## src/rtl/xadc_drp_sampler_if.sv

```systemverilog
// DRP bus between the sampler (master) and the XADC primitive (slave).
interface xadc_drp_sampler_if;
  logic [6:0]  daddr_out;
  logic        den_out;
  logic        dwe_out;
  logic [15:0] di_out;
  logic        drdy_in;
  logic [15:0] do_in;

  modport master (
    output daddr_out, den_out, dwe_out, di_out,
    input  drdy_in, do_in
  );

  modport slave (
    input  daddr_out, den_out, dwe_out, di_out,
    output drdy_in, do_in
  );
endinterface

```

## src/rtl/xadc_drp_sampler.sv

```systemverilog
// XADC DRP read controller with a 2**AVG_LOG2 boxcar averager, all on sysclk.
// Optional ground clamp of the averaged value: define XADC_SAMPLER_ZERO_CLAMP_EN.
module xadc_drp_sampler #(
  parameter logic [6:0]  ADDR_CH0    = 7'h14,
  parameter logic [6:0]  ADDR_CH1    = 7'h1C,
  parameter int          AVG_LOG2    = 4,
  parameter int          TIMEOUT_CYC = 64,
  parameter logic [11:0] CLAMP_LEVEL = 12'h00F
) (
  input  logic                      sysclk,
  input  logic                      rst_n,
  input  logic                      eoc_in,
  input  logic                      ch_sel,
  xadc_drp_sampler_if.master        drp,
  output logic [11:0]               sample_out,
  output logic                      sample_valid,
  output logic                      sample_ch,
  output logic                      timeout_err
);

  localparam int ACC_W = 12 + AVG_LOG2;
  localparam int CNT_W = AVG_LOG2 + 1;
  localparam int TMR_W = $clog2(TIMEOUT_CYC + 1);
  localparam logic [CNT_W-1:0] WIN_LEN  = CNT_W'(2 ** AVG_LOG2);
  localparam logic [TMR_W-1:0] TMR_LAST = TMR_W'(TIMEOUT_CYC - 1);
`ifdef XADC_SAMPLER_ZERO_CLAMP_EN
  localparam bit CLAMP_ON = 1'b1;
`else
  localparam bit CLAMP_ON = 1'b0;
`endif

  typedef enum logic [1:0] {S_IDLE, S_REQ, S_WAIT, S_DONE} state_t;

  state_t             state_q, state_d;
  logic               cur_ch_q, cur_ch_d;
  logic [6:0]         daddr_q, daddr_d;
  logic [ACC_W-1:0]   acc_q, acc_d;
  logic [CNT_W-1:0]   cnt_q, cnt_d;
  logic [TMR_W-1:0]   tmr_q, tmr_d;
  logic [11:0]        sample_q, sample_d;
  logic               sch_q, sch_d;
  logic               svld_q, svld_d;

  logic [ACC_W-1:0]   acc_sum;
  logic [CNT_W-1:0]   cnt_inc;
  logic [11:0]        avg;
  logic [11:0]        avg_out;
  logic               win_full;
  logic               tmr_expired;

  assign acc_sum     = acc_q + ACC_W'(drp.do_in[15:4]);
  assign cnt_inc     = cnt_q + 1'b1;
  assign win_full    = (cnt_inc == WIN_LEN);
  assign tmr_expired = (tmr_q == TMR_LAST);
  assign avg         = 12'(acc_sum >> AVG_LOG2);
  assign avg_out     = (CLAMP_ON && (avg <= CLAMP_LEVEL)) ? 12'h000 : avg;

  // State register
  always_ff @(posedge sysclk or negedge rst_n) begin
    if (!rst_n) state_q <= S_IDLE;
    else        state_q <= state_d;
  end

  // Next-state logic
  always_comb begin
    state_d = state_q;
    case (state_q)
      S_IDLE: if (eoc_in) state_d = S_REQ;
      S_REQ:  state_d = S_WAIT;
      S_WAIT: begin
        if (drp.drdy_in)      state_d = win_full ? S_DONE : S_IDLE;
        else if (tmr_expired) state_d = S_IDLE;
      end
      S_DONE: state_d = S_IDLE;
      default: state_d = S_IDLE;
    endcase
  end

  // FSM outputs
  always_comb begin
    drp.den_out = (state_q == S_REQ);
    timeout_err = (state_q == S_WAIT) && !drp.drdy_in && tmr_expired;
  end

  // The result is registered on the drdy that completes the window, so the
  // valid pulse during DONE sees sample_out already updated.
  always_comb begin
    cur_ch_d = cur_ch_q;
    daddr_d  = daddr_q;
    acc_d    = acc_q;
    cnt_d    = cnt_q;
    tmr_d    = tmr_q;
    sample_d = sample_q;
    sch_d    = sch_q;
    svld_d   = 1'b0;
    case (state_q)
      S_IDLE: begin
        if (eoc_in) begin
          cur_ch_d = ch_sel;
          daddr_d  = ch_sel ? ADDR_CH1 : ADDR_CH0;
          if (ch_sel != cur_ch_q) begin
            acc_d = '0;
            cnt_d = '0;
          end
        end
      end
      S_REQ: tmr_d = '0;
      S_WAIT: begin
        if (drp.drdy_in) begin
          acc_d = acc_sum;
          cnt_d = cnt_inc;
          if (win_full) begin
            sample_d = avg_out;
            sch_d    = cur_ch_q;
            svld_d   = 1'b1;
          end
        end else if (!tmr_expired) begin
          tmr_d = tmr_q + 1'b1;
        end
      end
      S_DONE: begin
        acc_d = '0;
        cnt_d = '0;
      end
      default: ;
    endcase
  end

  always_ff @(posedge sysclk or negedge rst_n) begin
    if (!rst_n) begin
      cur_ch_q <= 1'b0;
      daddr_q  <= ADDR_CH0;
      acc_q    <= '0;
      cnt_q    <= '0;
      tmr_q    <= '0;
      sample_q <= 12'h000;
      sch_q    <= 1'b0;
      svld_q   <= 1'b0;
    end else begin
      cur_ch_q <= cur_ch_d;
      daddr_q  <= daddr_d;
      acc_q    <= acc_d;
      cnt_q    <= cnt_d;
      tmr_q    <= tmr_d;
      sample_q <= sample_d;
      sch_q    <= sch_d;
      svld_q   <= svld_d;
    end
  end

  assign drp.daddr_out = daddr_q;
  assign drp.dwe_out   = 1'b0;
  assign drp.di_out    = 16'h0000;
  assign sample_out    = sample_q;
  assign sample_ch     = sch_q;
  assign sample_valid  = svld_q;

endmodule

```

## src/flat_wrapper.sv

```systemverilog
// flat-port wrapper written by rule: the top's interface ports become plain ports
module xadc_drp_sampler_flat 
#(
  parameter logic [6:0]  ADDR_CH0    = 7'h14,
  parameter logic [6:0]  ADDR_CH1    = 7'h1C,
  parameter int          AVG_LOG2    = 4,
  parameter int          TIMEOUT_CYC = 64,
  parameter logic [11:0] CLAMP_LEVEL = 12'h00F
)
  (sysclk, rst_n, eoc_in, ch_sel, sample_out, sample_valid, sample_ch, timeout_err, drp_daddr_out, drp_den_out, drp_dwe_out, drp_di_out, drp_drdy_in, drp_do_in);
  xadc_drp_sampler_if drp_i ();
  input  logic sysclk;
  input  logic rst_n;
  input  logic eoc_in;
  input  logic ch_sel;
  output logic [11:0] sample_out;
  output logic sample_valid;
  output logic sample_ch;
  output logic timeout_err;
  output wire logic [$bits(drp_i.daddr_out)-1:0] drp_daddr_out;
  output wire logic [$bits(drp_i.den_out)-1:0] drp_den_out;
  output wire logic [$bits(drp_i.dwe_out)-1:0] drp_dwe_out;
  output wire logic [$bits(drp_i.di_out)-1:0] drp_di_out;
  input wire logic [$bits(drp_i.drdy_in)-1:0] drp_drdy_in;
  input wire logic [$bits(drp_i.do_in)-1:0] drp_do_in;
  assign drp_daddr_out = drp_i.daddr_out;
  assign drp_den_out = drp_i.den_out;
  assign drp_dwe_out = drp_i.dwe_out;
  assign drp_di_out = drp_i.di_out;
  assign drp_i.drdy_in = drp_drdy_in;
  assign drp_i.do_in = drp_do_in;
  xadc_drp_sampler #(.ADDR_CH0(ADDR_CH0), .ADDR_CH1(ADDR_CH1), .AVG_LOG2(AVG_LOG2), .TIMEOUT_CYC(TIMEOUT_CYC), .CLAMP_LEVEL(CLAMP_LEVEL)) u_core (.sysclk(sysclk), .rst_n(rst_n), .eoc_in(eoc_in), .ch_sel(ch_sel), .drp(drp_i), .sample_out(sample_out), .sample_valid(sample_valid), .sample_ch(sample_ch), .timeout_err(timeout_err));
endmodule
```

## config.mk

```make
export PLATFORM = sky130hd
export DESIGN_NAME = xadc_drp_sampler_flat
export DESIGN_NICKNAME = d
export VERILOG_FILES = /design/src/rtl/xadc_drp_sampler_if.sv /design/src/rtl/xadc_drp_sampler.sv /design/src/flat_wrapper.sv
export SDC_FILE = /design/constraint.sdc
export NUM_CORES = 1
export LEC_CHECK = 0
export ABC_CLOCK_PERIOD_IN_PS = 2540
export BUFFER_PORTS_ARGS = -buffer_cell sky130_fd_sc_hd__buf_4
export CORE_ASPECT_RATIO = 0.5
export CORE_MARGIN = 3
export CORE_UTILIZATION = 40
export CTS_CLUSTER_SIZE = 30
export DETAILED_ROUTE_END_ITERATION = 16
export GPL_ROUTABILITY_DRIVEN = 0
export RECOVER_POWER = 100
export SYNTH_ARGS = -nofsm -noshare
export SYNTH_HDL_FRONTEND = slang
export SYNTH_SLANG_ARGS = --single-unit
```

## constraint.sdc

```tcl
create_clock -name sysclk -period 2.54 [get_ports sysclk]
set_input_delay 0.127 -clock sysclk [delete_from_list [all_inputs] [get_ports sysclk]]
set_output_delay 0.127 -clock sysclk [all_outputs]
set_load 0.01 [all_outputs]
```

==> results of run 1 <==
[metal layers]
metal  vias to the layer above  GRT usage (%)
li1                       1150              -
met1                      1147           20.7
met2                        54           26.3
met3                         4           3.90
met4                         0           2.84
met5                         -              0
[worst max-delay path by stage]
stage / slack, ns / to / startpoint
after floorplan: 0.48 / u_core.acc_q[14]$_DFFE_PN0P_ / u_core.acc_q[0]$_DFFE_PN0P_
after global placement: 0.34 / u_core.sample_out[9]$_DFFE_PN0P_ / u_core.cnt_q[0]$_DFFE_PN0P_
after detailed placement: 0.32 / u_core.sample_out[9]$_DFFE_PN0P_ / u_core.cnt_q[0]$_DFFE_PN0P_
after CTS: 0.30 / u_core.sample_out[9]$_DFFE_PN0P_ / u_core.cnt_q[0]$_DFFE_PN0P_
after global routing: 0.09 / u_core.acc_q[10]$_DFFE_PN0P_ / u_core.acc_q[0]$_DFFE_PN0P_
final: 0.17 / u_core.acc_q[10]$_DFFE_PN0P_ / u_core.acc_q[0]$_DFFE_PN0P_
[sequential cells by signal, summed over array words and instances (netlist names)]
signal	cells
u_core.acc_q	16
u_core.drp.daddr_out	1
u_core.sample_out	12
u_core.state_q	2
u_core.tmr_q	7
u_core.cnt_q	5
u_core.sample_valid	1
u_core.sample_ch	1
[power by group through the flow]
stage          combinational [W]  clock, W  sequential, W
2_1_floorplan           0.000818         0       0.000956
3_3_place_gp             0.00101         0       0.000986
3_5_place_dp             0.00103         0       0.000992
4_1_cts                  0.00105  0.000856       0.000981
5_1_grt                  0.00117  0.000886        0.00100
6_report                 0.00102  0.000833       0.000981
[layout by cell type, fill, tap and decap left out, types with 6 or more instances in the layout]
cell      instances
nand4_1           7
o21ai_0          21
nand3_1          12
xor2_1            7
clkbuf_1         18
nor2_1           19
conb_1           23
nand2_1          38
o211ai_1          8
a211o_1           8
a21oi_1           9
a22o_1            6
ha_1             15
buf_4            20
dfrtp_1          45
inv_1             9
[timing repair]
action / in CTS / in global routing
hold buffers: 1 / 0
endpoints found under the setup margin: 0 / 0
hold endpoints to repair: 45 / 0
[final cells by class]
type | instances | area, µm² | share of cell area [%]
Multi-Input combinational cell | 240 | 1540 | 47.5
Timing Repair Buffer | 41 | 238 | 7.34
Inverter | 9 | 33.8 | 1.04
Clock inverter | 3 | 65.1 | 2.01
Clock buffer | 5 | 125 | 3.86
Tap cell | 92 | 115 | 3.55
Sequential cell | 45 | 1130 | 34.7
[worst max-delay path, stage by stage (launching register included)]
cell	delay (ns)
dfrtp_1	0.35
ha_1	0.19
inv_1	0.06
fa_1	0.39
nor2b_1	0.22
o31a_1	0.18
clkbuf_1	0.25
o211ai_1	0.24
a211o_1	0.34
nand3_1	0.08
[kinds of logic after synthesis]
| family | after synthesis | synth area share [%] |
|---|---|---|
| and+or+nand+nor | 100 | 16.4 |
| AOI/OAI and AO/OA | 87 | 22.5 |
| DFF | 45 | 39.5 |
| buffers and inverters | 44 | 9.39 |
| adders and majority gates | 16 | 7.28 |
| xor gates and xnor gates | 9 | 2.76 |
| muxes | 5 | 1.93 |
| other | 2 | 0.263 |
[metrics by stage]
stage	worst slack, ns	total power [W]	cell area [µm²]	hold WS (ns)
final	0.173	0.00284	3240	0.0882
after global routing	0.0904	0.00306	3240	0.0969
after CTS	0.305	0.00289	3310	0.0832
after detailed placement	0.323	0.00203	3110	0.174
after global placement	0.343	0.00200	3110	0.169
after floorplan	0.479	0.00177	2930	-0.169
==> flow_metrics.env, run 1 <==
export IMPL_status="finished, final reports clean"
export IMPL_synth_top_cell_by_area="dfrtp_1"
export IMPL_synth_distinct_cells=52
export IMPL_htree_levels=2
export IMPL_drt_iter0_drc=131
export IMPL_timing_max_transition_violations_final=0
export IMPL_post_route_period_util_pct=93.2
export IMPL_drive_gt1_share_pct=11.1
export IMPL_antenna_found_initial=0
export IMPL_io_buffers=33
export IMPL_finalNonFillerCells=435
export IMPL_power_static_leakage_nw=1.50
export IMPL_p_seq_share_pct=34.6
export IMPL_synth_seq_area_share_pct=39.5
export IMPL_cp_start_kind="flop"
export IMPL_rows=21
export IMPL_diodes=0
export IMPL_synth_area_um2=2850
export IMPL_area_growth_synth_to_final_pct=13.6
export IMPL_nFillCells=664
export IMPL_ant_nets=0
export IMPL_synth_area_leaders="dfrtp_1, buf_4, ha_1, nand2_1, o21ai_0"
export IMPL_critPathMaxFanout=6
export IMPL_cts_tree="done"
export IMPL_hold_viol=0
export IMPL_cts_buffers_inserted=5
export IMPL_synth_cells=308
export IMPL_worst_pin_slew_ns=1.14
export IMPL_yosysMostFrequentCell="dfrtp_1"
export IMPL_synth_commonest_cells="dfrtp_1, nand2_1, buf_4, o21ai_0, nor2_1"
export IMPL_holdPathStages=2
export IMPL_dp_hpwl_um=4460
export IMPL_fin_skew_ns=0.00650
export IMPL_clockPowerShare_pct=29.4
export IMPL_vias=2355
export IMPL_clockRootBuffer="clkbuf_16"
export IMPL_finalSetupTns_ns=0
export IMPL_wl_per_cell_um=14.3
export IMPL_swShare_pct=36.3
export IMPL_drc=0
export IMPL_endpoint_kind="flop"
export IMPL_ctsResizeCount=0
export IMPL_synth_seq_cells=45
export IMPL_dr_wl_met3_um=305
export IMPL_via_per_inst=5.41
export IMPL_cts_max_path_buffers=2
export IMPL_dr_max_layer_used="met4"
export IMPL_postCtsSetupBuffers=0
export IMPL_die_y_um=65.7
export IMPL_p_int_w=0.00181
export IMPL_die_area_um2=8240
export IMPL_layout_min_cycle_time_ns=2.37
export IMPL_power_density_nw_per_um2=875
export IMPL_grt_max_degree=46
export IMPL_r2r_start="u_core.acc_q[0]$_DFFE_PN0P_"
export IMPL_fmax_mhz=423
export IMPL_combPwrFrac_pct=36.1
export IMPL_setup_violations=0
export IMPL_hold_class="primary input to flop"
export IMPL_rr_worst_depth=9
export IMPL_grt_ovfl_total=0
export IMPL_die_x_um=125
export IMPL_grt_pass1_wl_um=10500
export IMPL_ioPinCount=61
export IMPL_final_core_util_pct=47.6
export IMPL_rsz0062_at_grt="false"
export IMPL_synth_edf_count=0
export IMPL_required_ns=2.76
export IMPL_yosysWarnings=0
export IMPL_irDropWorstVdd_mv=0.399
export IMPL_avgSynthCellArea_um2=9.26
export IMPL_wl_met2_um=2850
export IMPL_min_from="ch_sel"
export IMPL_ys_flop_type="dfrtp_1"
export IMPL_worstSetupPathType="flop to flop"
export IMPL_cts_reportedPaths_clkPinSlew_ns=0.06
export IMPL_p_sw_w=0.00103
export IMPL_wl_met1_um=3040
export IMPL_r2r_slack_ns=0.17
export IMPL_drv_cap=0
export IMPL_postSynth_asyncResetShare_pct=100
export IMPL_slew_headroom_pct=24.1
export IMPL_hold_path_endpoint="u_core.drp.daddr_out[3]$_DFFE_PN0P_"
export IMPL_coreArea_um2=6810
export IMPL_wirelength_um=6240
export IMPL_grt_total_usage_pct=15.6
export IMPL_firstDrtPassIters=4
export IMPL_worst_ep_arrival_time_ns=2.58
export IMPL_dpl_cell_count=426
export IMPL_netlist_area_leader_share_pct=39.5
export IMPL_fin_nets=379
export IMPL_clk_latency_ns=0.29
export IMPL_grt_pass1_vias=2242
export IMPL_r2r_end="u_core.acc_q[10]$_DFFE_PN0P_"
export IMPL_cts_sinks=45
export IMPL_start_util_pct=41.9
(Power assumes the default switching activity.)
==> run 2, diff against run 1 <==
- PLACE_DENSITY_LB_ADDON: default -> 0.15
==> run 2 against run 1 <==
Effect of this change: clock-buffer cell count rose by 2; combinational power barely moved; design area fell by 1.2%; power fell by 3.8%; worst hold slack got worse by 0.0012 ns; clock power fell by 14%; critical endpoint is now u_core.acc_q[14]$_DFFE_PN0P_; largest cell class unchanged.
==> flow_metrics.env, run 2 (synthesis gave the netlist of run 1 again) <==
export IMPL_status="finished, final reports clean"
export IMPL_mostFrequentLayoutCells="dfrtp_1, nand2_1, conb_1"
export IMPL_nFillCells=678
export IMPL_grt_total_usage_pct=16.7
export IMPL_cts_buffers_inserted=5
export IMPL_grt_use_met3_pct=4.71
export IMPL_rsz0062_at_grt="false"
export IMPL_die_y_um=65.7
export IMPL_slew_headroom_pct=22.1
export IMPL_worstSetupPathType="flop to flop"
export IMPL_clockRootBuffer="clkbuf_16"
export IMPL_dp_hpwl_um=4590
export IMPL_wl_per_cell_um=15.0
export IMPL_r2r_start="u_core.acc_q[0]$_DFFE_PN0P_"
export IMPL_cp_start_kind="flop"
export IMPL_largest_register_ffs=16
export IMPL_antenna_found_initial=0
export IMPL_cts_tree="done"
export IMPL_setup_violations=0
export IMPL_fin_nets=378
export IMPL_area_growth_synth_to_final_pct=12.2
export IMPL_rows=21
export IMPL_power_density_nw_per_um2=853
export IMPL_vias=2383
export IMPL_fin_skew_ns=0.00713
export IMPL_drc=0
export IMPL_cts_sinks=45
export IMPL_htree_levels=2
export IMPL_holdPathStages=2
export IMPL_fmax_mhz=443
export IMPL_grt_pass1_wl_um=10900
export IMPL_hold_path_endpoint="u_core.drp.daddr_out[3]$_DFFE_PN0P_"
export IMPL_hold_viol=0
export IMPL_report_power_total_w=0.00273
export IMPL_use_met2_pct=26.1
export IMPL_cts_reportedPaths_clkPinSlew_ns=0.07
export IMPL_worst_ep_arrival_time_ns=2.49
export IMPL_via_per_inst=5.49
export IMPL_r2r_end="u_core.acc_q[14]$_DFFE_PN0P_"
export IMPL_io_buffers=33
export IMPL_endpoint_kind="flop"
export IMPL_layout_commonest_cell="dfrtp_1"
export IMPL_coreArea_um2=6810
export IMPL_ioPinCount=61
export IMPL_worst_pin_slew_ns=1.17
export IMPL_post_route_period_util_pct=88.8
export IMPL_drt_iter0_drc=124
export IMPL_drv_cap=0
export IMPL_rr_worst_depth=8
export IMPL_grt_pass1_vias=2214
export IMPL_diodes=0
export IMPL_timing_max_transition_violations_final=0
export IMPL_hold_class="primary input to flop"
export IMPL_top_register="u_core.acc_q"
export IMPL_r2r_slack_ns=0.28
export IMPL_required_ns=2.77
export IMPL_finalSetupTns_ns=0
export IMPL_clk_latency_ns=0.30
export IMPL_drive_gt1_share_pct=11.1
export IMPL_die_area_um2=8240
export IMPL_firstDrtPassIters=5
export IMPL_wirelength_um=6530
export IMPL_irDropWorstVdd_mv=0.309
export IMPL_layout_min_cycle_time_ns=2.26
export IMPL_grt_max_degree=46
export IMPL_grt_ovfl_total=0
export IMPL_min_from="ch_sel"
export IMPL_start_util_pct=41.9
export IMPL_postCtsSetupBuffers=0
export IMPL_busiest_layer="met2"
export IMPL_critPathMaxFanout=6
export IMPL_ant_nets=0
export IMPL_power_static_leakage_nw=1.48
export IMPL_die_x_um=125
export IMPL_cts_max_path_buffers=2
export IMPL_ctsResizeCount=0
export IMPL_use_met1_pct=22.6
run 2: cell count changes in the layout (fill, tap and decap cells not counted), sizes merged:
cell    previous run  this run
buf               20        19
clkbuf            25        27
bufinv             2         0
run 2: critical path: stages (launching register included):
cell and delay [ns]:
dfrtp_1 0.36, ha_1 0.20, inv_1 0.06, fa_1 0.38, nor2b_1 0.24, o31a_1 0.21
o211ai_1 0.22, a2111o_1 0.46, nand3_1 0.07
run 2: what timing repair did:
item	CTS	global route
endpoints found under the setup margin	0	0
hold endpoints to repair	45	0
hold buffers	1	0
run 2: where the power goes:
| part | leakage (nW) | internal (W) | switching (W) |
|---|---|---|---|
| clock network | 0.0799 | 0.000418 | 0.000295 |
| registers | 0.614 | 0.000854 | 0.000131 |
| logic | 0.783 | 0.000396 | 0.000635 |
| total | 1.48 | 0.00167 | 0.00106 |
run 2: metrics by stage:
stage / cell area (µm²) / setup WS (ns) / hold WS [ns] / std cells / util [%]
after floorplan: 2930 / 0.479 / -0.169 / 329 / -
after global placement: 3110 / 0.382 / 0.174 / 425 / 45.6
after detailed placement: 3110 / 0.289 / 0.180 / 425 / 45.6
after CTS: 3270 / 0.273 / 0.0839 / 434 / 48.1
after global routing: 3200 / 0.105 / 0.0827 / 434 / 47.0
final: 3200 / 0.283 / 0.0871 / 434 / 47.0
run 2: worst max path at each step:
| stage | end | depth (start not counted) | slack [ns] | from |
|---|---|---|---|---|
| 6_report | u_core.acc_q[14]$_DFFE_PN0P_ | 8 | 0.28 | u_core.acc_q[0]$_DFFE_PN0P_ |
| 5_1_grt | u_core.cnt_q[2]$_DFFE_PN0P_ | 5 | 0.10 | u_core.state_q[0]$_DFFE_PN0P_ |
| 4_1_cts | u_core.sample_out[10]$_DFFE_PN0P_ | 8 | 0.27 | u_core.acc_q[0]$_DFFE_PN0P_ |
| 3_5_place_dp | u_core.sample_out[10]$_DFFE_PN0P_ | 8 | 0.29 | u_core.acc_q[0]$_DFFE_PN0P_ |
| 3_3_place_gp | u_core.sample_out[10]$_DFFE_PN0P_ | 8 | 0.38 | u_core.acc_q[0]$_DFFE_PN0P_ |
| 2_1_floorplan | u_core.acc_q[14]$_DFFE_PN0P_ | 8 | 0.48 | u_core.acc_q[0]$_DFFE_PN0P_ |
run 2: final cells by class:
class / count / area [µm²] / area share, %
clock inverter: 1 / 5.00 / 0.156
clock buffer: 7 / 153 / 4.77
sequential: 45 / 1130 / 35.2
inverter: 9 / 33.8 / 1.06
multi-input combinational: 240 / 1540 / 48.0
tap: 92 / 115 / 3.60
timing repair buffer: 40 / 230 / 7.19
run 2: per-layer routing:
layer	part of all wire, %	wire, µm
met5	0	0
met4	0.87	57
met3	6.6	432
met2	44	2880
met1	48	3160
